===== src/rtl/debug_word_loader_if.sv =====
// Write port bundle between the word loader and the memory side.
// The master raises wr_valid with addr/data and holds them until wr_ready.
interface debug_word_loader_if #(
  parameter int DATA_W = 32,
  parameter int ADDR_W = 32
);
  logic              wr_valid;
  logic              wr_ready;
  logic [ADDR_W-1:0] wr_addr;
  logic [DATA_W-1:0] wr_data;

  modport master (
    output wr_valid,
    output wr_addr,
    output wr_data,
    input  wr_ready
  );

  modport slave (
    input  wr_valid,
    input  wr_addr,
    input  wr_data,
    output wr_ready
  );
endinterface


===== src/rtl/debug_word_loader.sv =====
// Board word loader: nibbles from SW[3:0] are packed into a word and written out.
// Define DEBOUNCE_LOADER_EN to debounce the raw push-buttons.
module debug_word_loader #(
  parameter int              DATA_W          = 32,
  parameter int              ADDR_W          = 32,
  parameter logic [ADDR_W-1:0] BASE_ADDR     = '0,
  parameter int              DEBOUNCE_CYCLES = 16
) (
  input  logic               clk,
  input  logic               rst,
  input  logic               key_enter_n,
  input  logic               key_commit_n,
  input  logic               key_clear_n,
  input  logic [3:0]         sw_nibble,
  debug_word_loader_if.master wr,
  output logic [DATA_W-1:0]  entry_word,
  output logic [3:0]         nibble_cnt,
  output logic               busy
);

  localparam int unsigned CW = $clog2(DEBOUNCE_CYCLES + 1);
`ifdef DEBOUNCE_LOADER_EN
  localparam int unsigned LIM = DEBOUNCE_CYCLES;
`else
  localparam int unsigned LIM = 0;
`endif
  localparam logic [3:0] NIB = 4'(DATA_W / 4);

  typedef enum logic {ENTRY, WRITE} state_t;

  state_t state, state_nx;

  logic [2:0]    key_n;
  logic [2:0]    sync1, sync2, level, pulse;
  logic [CW-1:0] db_cnt [3];

  logic [DATA_W-1:0] word_nx;
  logic [3:0]        cnt_nx;
  logic [ADDR_W-1:0] addr_nx;

  logic key_ent, key_cmt, key_clr;

  assign key_n   = {key_clear_n, key_commit_n, key_enter_n};
  assign key_ent = pulse[0];
  assign key_cmt = pulse[1];
  assign key_clr = pulse[2];

  // level is the accepted key state; with LIM=0 it simply follows sync2
  always_ff @(posedge clk) begin
    if (rst) begin
      sync1 <= '1;
      sync2 <= '1;
      level <= '1;
      pulse <= '0;
      for (int k = 0; k < 3; k++) db_cnt[k] <= '0;
    end else begin
      sync1 <= key_n;
      sync2 <= sync1;
      pulse <= '0;
      for (int k = 0; k < 3; k++) begin
        if (sync2[k] != level[k]) begin
          if (db_cnt[k] == CW'(LIM)) begin
            level[k]  <= sync2[k];
            pulse[k]  <= ~sync2[k];
            db_cnt[k] <= '0;
          end else begin
            db_cnt[k] <= db_cnt[k] + 1'b1;
          end
        end else begin
          db_cnt[k] <= '0;
        end
      end
    end
  end

  always_ff @(posedge clk) begin
    if (rst) state <= ENTRY;
    else     state <= state_nx;
  end

  always_comb begin
    state_nx = state;
    word_nx  = entry_word;
    cnt_nx   = nibble_cnt;
    addr_nx  = wr.wr_addr;
    unique case (state)
      ENTRY: begin
        unique case (1'b1)
          key_clr: begin
            word_nx = '0;
            cnt_nx  = '0;
          end
          default: begin
            if (key_ent) begin
              word_nx = {entry_word[DATA_W-5:0], sw_nibble};
              cnt_nx  = nibble_cnt + 4'd1;
            end
            if ((key_ent && cnt_nx == NIB) ||
                (key_cmt && cnt_nx != 4'd0))
              state_nx = WRITE;
          end
        endcase
      end
      WRITE: begin
        if (wr.wr_ready) begin
          addr_nx  = wr.wr_addr + ADDR_W'(4);
          word_nx  = '0;
          cnt_nx   = '0;
          state_nx = ENTRY;
        end
      end
      default: state_nx = ENTRY;
    endcase
  end

  always_comb begin
    wr.wr_valid = (state == WRITE);
    busy        = (state == WRITE);
    wr.wr_data  = entry_word;
  end

  always_ff @(posedge clk) begin
    if (rst) begin
      entry_word <= '0;
      nibble_cnt <= '0;
      wr.wr_addr <= BASE_ADDR;
    end else begin
      entry_word <= word_nx;
      nibble_cnt <= cnt_nx;
      wr.wr_addr <= addr_nx;
    end
  end

endmodule


===== src/flat_wrapper.sv =====
// flat-port wrapper written by rule: the top's interface ports become plain ports
module debug_word_loader_flat 
#(
  parameter int              DATA_W          = 32,
  parameter int              ADDR_W          = 32,
  parameter logic [ADDR_W-1:0] BASE_ADDR     = '0,
  parameter int              DEBOUNCE_CYCLES = 16
)
  (clk, rst, key_enter_n, key_commit_n, key_clear_n, sw_nibble, entry_word, nibble_cnt, busy, wr_wr_valid, wr_wr_addr, wr_wr_data, wr_wr_ready);
  debug_word_loader_if #(.DATA_W(DATA_W), .ADDR_W(ADDR_W)) wr_i ();
  input  logic clk;
  input  logic rst;
  input  logic key_enter_n;
  input  logic key_commit_n;
  input  logic key_clear_n;
  input  logic [3:0] sw_nibble;
  output logic [DATA_W-1:0] entry_word;
  output logic [3:0] nibble_cnt;
  output logic busy;
  output wire logic [$bits(wr_i.wr_valid)-1:0] wr_wr_valid;
  output wire logic [$bits(wr_i.wr_addr)-1:0] wr_wr_addr;
  output wire logic [$bits(wr_i.wr_data)-1:0] wr_wr_data;
  input wire logic [$bits(wr_i.wr_ready)-1:0] wr_wr_ready;
  assign wr_wr_valid = wr_i.wr_valid;
  assign wr_wr_addr = wr_i.wr_addr;
  assign wr_wr_data = wr_i.wr_data;
  assign wr_i.wr_ready = wr_wr_ready;
  debug_word_loader #(.DATA_W(DATA_W), .ADDR_W(ADDR_W), .BASE_ADDR(BASE_ADDR), .DEBOUNCE_CYCLES(DEBOUNCE_CYCLES)) u_core (.clk(clk), .rst(rst), .key_enter_n(key_enter_n), .key_commit_n(key_commit_n), .key_clear_n(key_clear_n), .sw_nibble(sw_nibble), .wr(wr_i), .entry_word(entry_word), .nibble_cnt(nibble_cnt), .busy(busy));
endmodule

===== config.mk =====
export PLATFORM = sky130hd
export DESIGN_NAME = debug_word_loader_flat
export DESIGN_NICKNAME = d
export VERILOG_FILES = /design/src/rtl/debug_word_loader_if.sv /design/src/rtl/debug_word_loader.sv /design/src/flat_wrapper.sv
export SDC_FILE = /design/constraint.sdc
export NUM_CORES = 1
export LEC_CHECK = 0
export ABC_CLOCK_PERIOD_IN_PS = 1550
export CORE_ASPECT_RATIO = 0.5
export CORE_MARGIN = 2
export CORE_UTILIZATION = 44
export DETAILED_ROUTE_END_ITERATION = 6
export PLACE_DENSITY = 0.76
export SKIP_CTS_REPAIR_TIMING = 1
export SYNTH_ARGS = -nofsm -noshare
export SYNTH_HDL_FRONTEND = slang
export SYNTH_SLANG_ARGS = --single-unit

===== constraint.sdc =====
create_clock -name clk -period 1.55 [get_ports clk]
set_input_delay 0.2325 -clock clk [delete_from_list [all_inputs] [get_ports clk]]
set_output_delay 0.2325 -clock clk [all_outputs]
set_load 0.005 [all_outputs]

==> summary.md <==
| Metric | Value |
|---|---|
| Worst Setup Slack post-DPL | `-0.415 ns` |
| First-pass GRT wire length | `between 15 and 20 mm` |
| Worst setup margin | `-0.103 ns` |
| Yosys reg bits | `94` |
| Final hold vios | `0` |
| Area of the multi-input gates | `2240 um^2` |
| Worst Hold Class | `input pin to register` |
| Post-DP HPWL | `~7.5 mm` |
| Area delta synth->final | `49.9%` |
| Initial core utilization | `between 40% and 50%` |
| Min Hold Slack | `between 0.2 and 0.25 ns` |
| Clk sinks | `94` |
| Core area | `9600 um^2` |
| Gr ovfl total | `0` |
| Register Area | `between 2000 and 2500 um^2` |
| Final Max Slew Viols | `0` |
| Critical path capture point type | `register` |
| Final period util | `107%` |
| Root Buffer | `clkbuf_16` |
| Syn_area_per_cell | `roughly 9.0 um^2` |
| Register area share after synthesis | `a little under half` |
| Worst EP required | `approximately 1.8 ns` |
| Maximum clock path buffer count | `2` |
| Final #Nets | `652` |
| DR vias | `4142` |
| Clk_skew | `about 0.012 ns` |
| P_leak | `2.92 nW` |
| Inserted Diodes | `0` |
| Worst-path cell chain | `ha_4, and4_4, nand4_4, or4_1, a21oi_2` |
| Largest net degree at the start of global routing | `39` |
| Warnings, synthesis | `0` |
| Chip width | `between 100 and 150 um` |
| GRT Overall Usage | `approximately a fifth` |
| Most frequent cells in the layout | `clkdlybuf4s50_1 (83), buf_4 (59), nand2_1 (46), nand4_1 (42)` |
| TNS Setup | `-0.609 ns` |
| Rows | `25` |
| Power Density | `approximately 730 nW/um^2` |
| Tmin final | `1.65 ns` |
| TritonCTS buffer count | `9` |
| Drt via density | `about 5.4` |
| Die area | `roughly 11000 um^2` |
| CP bufs+invs | `0` |
| Io pins | `~110` |
| Startpoint Class | `register` |
| Detailed Route WL | `11.8 mm` |
| Crit Path Max Fanout | `5` |
| Crit path kind | `register to register` |
| Filler Cells Inserted | `between 700 and 800` |
| Avg WL per Cell | `15.3 um` |
| Worst VDD drop | `0.000522 V` |
| Synthesized area | `about 4400 um^2` |
| Final setup viols | `12` |
| DR pass1 iterations | `4` |
| CP top delay family | `simple AND/OR/NAND/NOR gates` |
| Vias in the first global route | `around 3400` |
| Most common cell after layout, fill and taps aside | `clkdlybuf4s50_1` |
| Share of layout cells above drive strength 1 | `between 20% and 30%` |
| Clk slew on worst S/H paths | `~0.070 ns` |
| CTS tree | `yes` |
| Antenna Nets Post-Route | `0` |
| Worst Path Arrival | `between 1.5 and 2 ns` |
| Critical Path Slowest Stage Cell | `or4_1` |
| FMAX | `605 MHz` |
| Ys flop type | `dfxtp_1` |
| Drt drc | `0` |
| Status | `finished with violations` |
| Cell count after synthesis | `between 400 and 500` |
| Htree depth | `3` |
| Critical Path Max Stage Delay | `about 0.54 ns` |
| Antenna violations before repair | `0` |
| Post-synth EDFFs | `15` |
| Ys async rst share | `0%` |
| RePlAce Congestion | `between 0.8 and 0.9` |
| Chip height | `about 75 um` |
| Worst-skew pair later-pin latency | `around 0.35 ns` |
| Netlist cell types | `47` |
| IO Port Bufs | `around 110` |
| Unrepaired setup endpoints after global routing | `true` |
| Failing checks | `setup timing` |
| Max Cap Viol | `0` |
| Initial DRC Count | `246` |
==> Yosys cell counts (2+ instances only) <==
library cell | count | area [um^2]
mux2_2 | 5 | 56.3
or3_1 | 6 | 37.5
nand2_1 | 49 | 184
buf_1 | 5 | 18.8
dfxtp_1 | 79 | 1580
edfxtp_1 | 15 | 450
clkbuf_1 | 16 | 60.1
buf_4 | 38 | 285
buf_6 | 5 | 56.3
and3_1 | 5 | 31.3
xor2_1 | 15 | 131
o21ai_0 | 4 | 20.0
inv_1 | 12 | 45.0
or2_2 | 7 | 43.8
mux2i_1 | 3 | 30.0
nor4_1 | 7 | 43.8
o31ai_1 | 9 | 67.6
nand3_1 | 16 | 80.1
nor4b_1 | 3 | 26.3
and4_1 | 7 | 61.3
nor2b_1 | 5 | 31.3
nand4_1 | 42 | 263
a21oi_1 | 48 | 240
nor2_1 | 41 | 154
xnor2_1 | 10 | 87.6
ha_1 | 8 | 100
conb_1 | 2 | 7.51
or4_1 | 9 | 67.6
==> layer usage <==
metal | global-route usage, % | vias to the layer above | wire, um
li1 | - | 1990 | -
met1 | 24.9 | 2030 | 5300
met2 | 32.7 | 111 | 5890
met3 | 5.88 | 11 | 558
met4 | 4.36 | 0 | 103
met5 | 0 | - | 0
==> worst register-to-register path: stages, from the launching register on <==
cell     delay [ns]
dfxtp_4        0.36
ha_4           0.13
and4_4         0.27
nand4_4        0.15
or4_1          0.55
a21oi_2        0.14
==> path summary, 6_finish.rpt <==
| check | startpoint | end | slack [ns] | cells after the start |
|---|---|---|---|---|
| setup reg to reg | u_core.wr.wr_addr[2] | u_core.wr.wr_addr[28] | -0.10 | 5 |
| hold reg to reg | u_core.sync1[0] | u_core.sync2[0] | 0.43 | 1 |
| setup / recovery | u_core.wr.wr_addr[2] | u_core.wr.wr_addr[28] | -0.10 | 5 |
| hold / removal | rst | u_core.nibble_cnt[3] | 0.24 | 2 |
==> where the power goes <==
group | internal, W | switching (W)
Sequential | 0.00249 | 0.0000236
Clock | 0.00113 | 0.00103
Combinational | 0.0000818 | 0.0000937
Total | 0.00371 | 0.00115
==> sequential cells by signal, summed over array words and instances, names as in the netlist <==
name and cells:
u_core.entry_word 32, u_core.level 3, u_core.wr.wr_addr 30, u_core.sync1 3, u_core.db_cnt 15, u_core.nibble_cnt 4
u_core.pulse 3, u_core.sync2 3, u_core.busy 1
==> cell type report <==
class	count	share of cell area [%]
inverters	12	0.678
multi-input cells	335	33.7
clock buffers	9	3.39
repair buffers	182	27.1
clock inverters	7	0.998
flip-flops and latches	94	31.6
well taps	135	2.54
==> through the flow <==
stage                     power (W)  cell area (um^2)  utilization (%)  std cells
after floorplan             0.00267              4530                -        505
after global placement      0.00273              5810             60.5        739
after detailed placement    0.00273              5810             60.5        739
after CTS                   0.00489              6100             63.5        755
after global routing        0.00503              6640             69.2        774
final                       0.00486              6640             69.2        774
==> kinds of logic (layout without fill, tap and decap cells) <==
| logic type | Yosys count | after routing | share of synthesized area [%] |
|---|---|---|---|
| simple gates | 207 | 208 | 25.3 |
| flops | 94 | 94 | 45.9 |
| buf+inv | 77 | 210 | 10.6 |
| compound gates | 69 | 69 | 8.90 |
| xor+xnor | 25 | 25 | 4.94 |
| fa+ha+maj | 8 | 8 | 2.26 |
| mux | 8 | 8 | 1.95 |
| other cells | 2 | 17 | 0.170 |
Note: power is estimated with default switching activity, not from simulation.
